==> src/rtl/restador_serial_pkg.sv <==
// Shared types and constants for the bit-serial subtractor.
package restador_serial_pkg;

   typedef enum logic [1:0] {
      ST_IDLE  = 2'd0,
      ST_SHIFT = 2'd1,
      ST_DONE  = 2'd2
   } state_e;

   localparam int DEF_N = 4;

endpackage

==> src/rtl/restador_completo.sv <==
// Combinational 1-bit full subtractor: Dif = A - B - BIn, BOut is the borrow out.
module restador_completo (
   input  logic A,
   input  logic B,
   input  logic BIn,
   output logic Dif,
   output logic BOut
);

   assign Dif  = A ^ B ^ BIn;
   assign BOut = (~A & B) | (~(A ^ B) & BIn);

endmodule

==> src/rtl/restador_serial.sv <==
// Bit-serial N-bit subtractor, LSB first, one bit per clock through a single
// full-subtractor cell with a registered borrow and a start/busy/done handshake.
module restador_serial
   import restador_serial_pkg::*;
#(
   parameter int N = DEF_N
) (
   input  logic         clk,
   input  logic         rst,
   input  logic         start,
   input  logic [N-1:0] A,
   input  logic [N-1:0] B,
   output logic [N-1:0] Dif,
   output logic         BOut,
   output logic         busy,
   output logic         done
);

   localparam int CW = (N > 1) ? $clog2(N) : 1;

   state_e        state_q, state_d;
   logic [N-1:0]  sa_q, sa_d;
   logic [N-1:0]  sb_q, sb_d;
   logic [N-1:0]  res_q, res_d;
   logic          bor_q, bor_d;
   logic [CW-1:0] cnt_q, cnt_d;
   logic [N-1:0]  dif_q, dif_d;
   logic          bout_q, bout_d;
   logic          busy_q, busy_d;
   logic          done_q, done_d;

   logic          cell_d, cell_bo;

   restador_completo u_cell (
      .A    (sa_q[0]),
      .B    (sb_q[0]),
      .BIn  (bor_q),
      .Dif  (cell_d),
      .BOut (cell_bo)
   );

   always_comb begin
      state_d = state_q;
      sa_d    = sa_q;
      sb_d    = sb_q;
      res_d   = res_q;
      bor_d   = bor_q;
      cnt_d   = cnt_q;
      dif_d   = dif_q;
      bout_d  = bout_q;
      case (state_q)
         ST_IDLE, ST_DONE: begin
            state_d = ST_IDLE;
            if (start) begin
               sa_d    = A;
               sb_d    = B;
               bor_d   = 1'b0;
               cnt_d   = '0;
               state_d = ST_SHIFT;
            end
         end
         ST_SHIFT: begin
            sa_d  = sa_q >> 1;
            sb_d  = sb_q >> 1;
            res_d = {cell_d, res_q[N-1:1]};
            bor_d = cell_bo;
            cnt_d = cnt_q + CW'(1);
            // Last bit: publish the finished word and borrow together.
            if (cnt_q == CW'(N-1)) begin
               state_d = ST_DONE;
               dif_d   = {cell_d, res_q[N-1:1]};
               bout_d  = cell_bo;
            end
         end
         default: state_d = ST_IDLE;
      endcase
      busy_d = (state_d == ST_SHIFT);
      done_d = (state_d == ST_DONE);
   end

   always_ff @(posedge clk) begin
      if (rst) begin
         state_q <= ST_IDLE;
         sa_q    <= '0;
         sb_q    <= '0;
         res_q   <= '0;
         bor_q   <= 1'b0;
         cnt_q   <= '0;
         dif_q   <= '0;
         bout_q  <= 1'b0;
         busy_q  <= 1'b0;
         done_q  <= 1'b0;
      end else begin
         state_q <= state_d;
         sa_q    <= sa_d;
         sb_q    <= sb_d;
         res_q   <= res_d;
         bor_q   <= bor_d;
         cnt_q   <= cnt_d;
         dif_q   <= dif_d;
         bout_q  <= bout_d;
         busy_q  <= busy_d;
         done_q  <= done_d;
      end
   end

   assign Dif  = dif_q;
   assign BOut = bout_q;
   assign busy = busy_q;
   assign done = done_q;

endmodule

==> config.mk <==
export PLATFORM = sky130hd
export DESIGN_NAME = restador_serial
export DESIGN_NICKNAME = d
export VERILOG_FILES = /design/src/rtl/restador_serial_pkg.sv /design/src/rtl/restador_completo.sv /design/src/rtl/restador_serial.sv
export SDC_FILE = /design/constraint.sdc
export NUM_CORES = 1
export LEC_CHECK = 0
export BUFFER_PORTS_ARGS = -buffer_cell sky130_fd_sc_hd__buf_2
export CORE_ASPECT_RATIO = 1.25
export CORE_MARGIN = 2
export CORE_UTILIZATION = 45
export DETAILED_ROUTE_END_ITERATION = 16
export PLACE_DENSITY = 0.67
export SLEW_MARGIN = 20
export SYNTH_ARGS = -nofsm -noshare
export SYNTH_HDL_FRONTEND = slang
export SYNTH_SLANG_ARGS = --single-unit
==> constraint.sdc <==
create_clock -name clk -period 3.06 [get_ports clk]
set_input_delay 0.153 -clock clk [delete_from_list [all_inputs] [get_ports clk]]
set_output_delay 0.153 -clock clk [all_outputs]
set_load 0.03 [all_outputs]
==> out/results.tsv <==
stage	metric	value	unit
critical_path	endpoint	sa_q[0]$_SDFFE_PP0P_	
route	viasPerCell	5.27	
critical_path	critPathLaunch	state_q[1]$_SDFF_PP0_	
critical_path	cp-start-kind	register	
critical_path	critical_path_required	3.29	ns
grt	grt_max_degree	24	
synth	synth_top_area_cell	dfxtp_1	
power	p_per_area	512	nW/µm²
floorplanning	start_util	0.472	
synth	ys_types	20	
cells_and_area	regArea	460	µm²
power	power_switching	137	µW
route	first_iter_violations	11	
sta	timing.final.crit_share	0.459	
cts	clock_sinks	23	
cts	cts_hold_buf	0	
floorplanning	dieHeight	55.0	µm
synth	synth_top_area_share	0.492	
worst_hold_path	hold_class	in -> reg	
synth	synthSimpleGateAreaFrac	0.239	
floorplanning	io_pins	18	
place	dp_hpwl	1.11	mm
outcome	status	finished clean	
floorplanning	fp.dieW	44.8	µm
critical_path	cp_num_buf_inv	0	
cts	path_clk_slew	0.12	ns
place	placed_area	1000	µm²
power	leakagePower	0.404	nW
place	portBuffers	17	
route	final_antenna_net_count	0	
critical_path	rrSetupSlack	1.66	ns
power	irDropWorstVdd	307	µV
floorplanning	core-area	1980	µm²
synth	synth_area	936	µm²
cts	clock_latency	0.31	ns
cts	post_cts_buffers	0	
synth	ys_warn_count	0	
power	combPwrFrac	0.127	
cells_and_area	final_area	1030	µm²
grt	grt.total_usage	0.146	
route	drtPass1Iterations	4	
critical_path	crit_path_cell_trace	nand2b_1, nor2_1, a311oi_2	
cells_and_area	multi_input_area	422	µm²
route	vias	738	
cells_and_area	final_nets	134	
sta	fin_setup_tns	0	ns
critical_path	cp_slowest_cell	nand2b_1	
critical_path	crit_arrival	1.63	ns
synth	yosys_most_used_dff	dfxtp_1	
synth	syn_inst	107	
place	place_congestion	0.680	
cells_and_area	syn_to_final_growth	9.76	%
grt	grt_pass1_wl	2.57	mm
synth	synth_compound_area_frac	0.176	
cells_and_area	antennaDiodeCount	0	
sta	setup_viol	0	
floorplanning	fp.dieArea	2460	µm²
synth	synth_seq_area_share	0.492	
synth	synth_top_family_by_area	simple AND/OR/NAND/NOR gates	
cells_and_area	layout-drive-gt1-share	0.225	
synth	synth_edf_count	0	
grt	first_global_vias	642	
synth	yosys.area_share.adder	0.0348	
sta	post-route-min-period	1.40	ns
sta	final-hold-violation-count	0	
sta	max_freq	712	MHz
cells_and_area	n_fill_cell	198	
sta	slew_headroom	0.490	
synth	synth_xor_area_frac	0	
sta	skew	0.00262	ns
critical_path	cp.depth	3	
critical_path	cp_top_family	simple AND/OR/NAND/NOR gates	
critical_path	path_max_fanout	21	
critical_path	rr_endpoint	sa_q[0]$_SDFFE_PP0P_	
cts	root_buffer	clkbuf_4	
power	p_clk_frac	0.259	
critical_path	reg2reg_depth	3	
cts	tritoncts	yes	
critical_path	reg2reg_from	state_q[1]$_SDFF_PP0_	
synth	synthMuxAreaShare	0	
power	cellInternalPower	389	µW
synth	async_flop_share	0	
critical_path	cp-end-kind	register	
sta	rsz0062_at_grt	false	
cts	ctsHtreeMaxLevel	1	
power	seqPwrFrac	0.614	
route	wl_per_cell	11.2	µm
grt	grt-ovfl-total	0	
synth	synth.avg_cell_area	8.75	µm²
power	switching_share	0.261	
synth	syn_nets	120	
sta	worst_pin_slew	0.765	ns
synth	synth.ff_latch_count	23	
synth	synthTopCellsByArea	dfxtp_1 49%, nand2_1 10%, a311oi_2 8.0%	
route	wirelength	1.57	mm
sta	slew_viol_final	0	
critical_path	criticalPathCategory	reg -> reg	
critical_path	crit_path_max_incr_delay	0.61	ns
cts	cts-resized-gates	0	
cts	cts_max_path_buffers	2	
floorplanning	num_rows	18	
grt	antenna_found_initial	0	
cts	cts-buffers-inserted	3	
run	cap_violations	0	
route	drc_errors	0	
[worst min path at each step]
stage | startpoint | endpoint | slack (ns) | cells past startpoint
5_1_grt | B[3] | sb_q[3]$_SDFFE_PP0P_ | 0.05 | 3
3_3_place_gp | B[3] | sb_q[3]$_SDFFE_PP0P_ | 0.40 | 3
2_1_floorplan | rst | BOut$_SDFFE_PP0P_ | 0.22 | 1
4_1_cts | A[3] | sa_q[3]$_SDFFE_PP0P_ | 0.06 | 3
3_5_place_dp | A[3] | sa_q[3]$_SDFFE_PP0P_ | 0.40 | 3
6_report | A[3] | sa_q[3]$_SDFFE_PP0P_ | 0.07 | 3
[layout by cell type (no fill, tap or decap), types with 2 or more instances in the layout]
cell type	count
clkbuf_4	3
inv_1	2
dfxtp_1	23
buf_2	17
nand3_1	9
nand2b_1	4
nand2_1	25
a311oi_1	2
a311oi_2	5
nor2_1	10
a21oi_1	13
[power groups by stage]
stage	logic (mW)	registers [mW]	clock network, mW
2_1_floorplan	0.0545	0.330	0
3_3_place_gp	0.0655	0.329	0
3_5_place_dp	0.0678	0.330	0
4_1_cts	0.0679	0.323	0.143
5_1_grt	0.0750	0.325	0.156
6_report	0.0671	0.323	0.136
[through the flow]
| stage | power (mW) | worst slack, ns | utilization | hold slack, ns | instances |
|---|---|---|---|---|---|
| 2_1_floorplan | 0.385 | 1.93 | - | 0.221 | 107 |
| 3_5_place_dp | 0.398 | 1.65 | 0.504 | 0.402 | 136 |
| 3_3_place_gp | 0.395 | 1.71 | 0.504 | 0.396 | 136 |
| 5_1_grt | 0.556 | 1.51 | 0.518 | 0.0548 | 140 |
| 6_report | 0.526 | 1.66 | 0.518 | 0.0684 | 140 |
| 4_1_cts | 0.534 | 1.63 | 0.518 | 0.0590 | 140 |
[layout make-up]
class | instances | area share
Clock buffer | 3 | 0.0219
Clock inverter | 1 | 0.00487
Inverter | 2 | 0.00731
Multi-Input combinational cell | 74 | 0.410
Sequential cell | 23 | 0.448
Tap cell | 20 | 0.0244
Timing Repair Buffer | 17 | 0.0828
[worst register-to-register path, cell delays in order, from the launching register on]
cell and delay, ns:
dfxtp_1 0.35, nand2b_1 0.61, nor2_1 0.11, a311oi_2 0.26
[registers in the layout, indices dropped and copies added (netlist names)]
signal   count
BOut         1
Dif          4
bor_q        1
busy         1
cnt_q        2
done         1
res_q        3
sa_q         4
sb_q         4
state_q      2
[Yosys cell counts, types with 2 or more instances]
cell,number
inv_1,2
a311oi_2,5
nand2_1,25
dfxtp_1,23
nand3_1,9
nand2b_1,4
nor2_1,10
buf_2,4
a21oi_1,13
a311oi_1,2
[layer usage]
metal / up-vias / routed length [µm] / GRT usage
met3: 5 / 77 / 0.0390
met2: 21 / 725 / 0.263
met5: - / 0 / 0
met1: 326 / 733 / 0.149
met4: 0 / 38 / 0.0882
li1: 386 / - / -
[logic make-up (layout without fill, tap and decap cells)]
| family | Yosys count | in the layout |
|---|---|---|
| AND/OR/NAND/NOR | 51 | 51 |
| flip-flops | 23 | 23 |
| AO/OA/AOI/OAI | 21 | 21 |
| buffers and inverters | 10 | 23 |
| adder cells (fa/ha/maj) | 2 | 2 |
(Power assumes the default switching activity.)
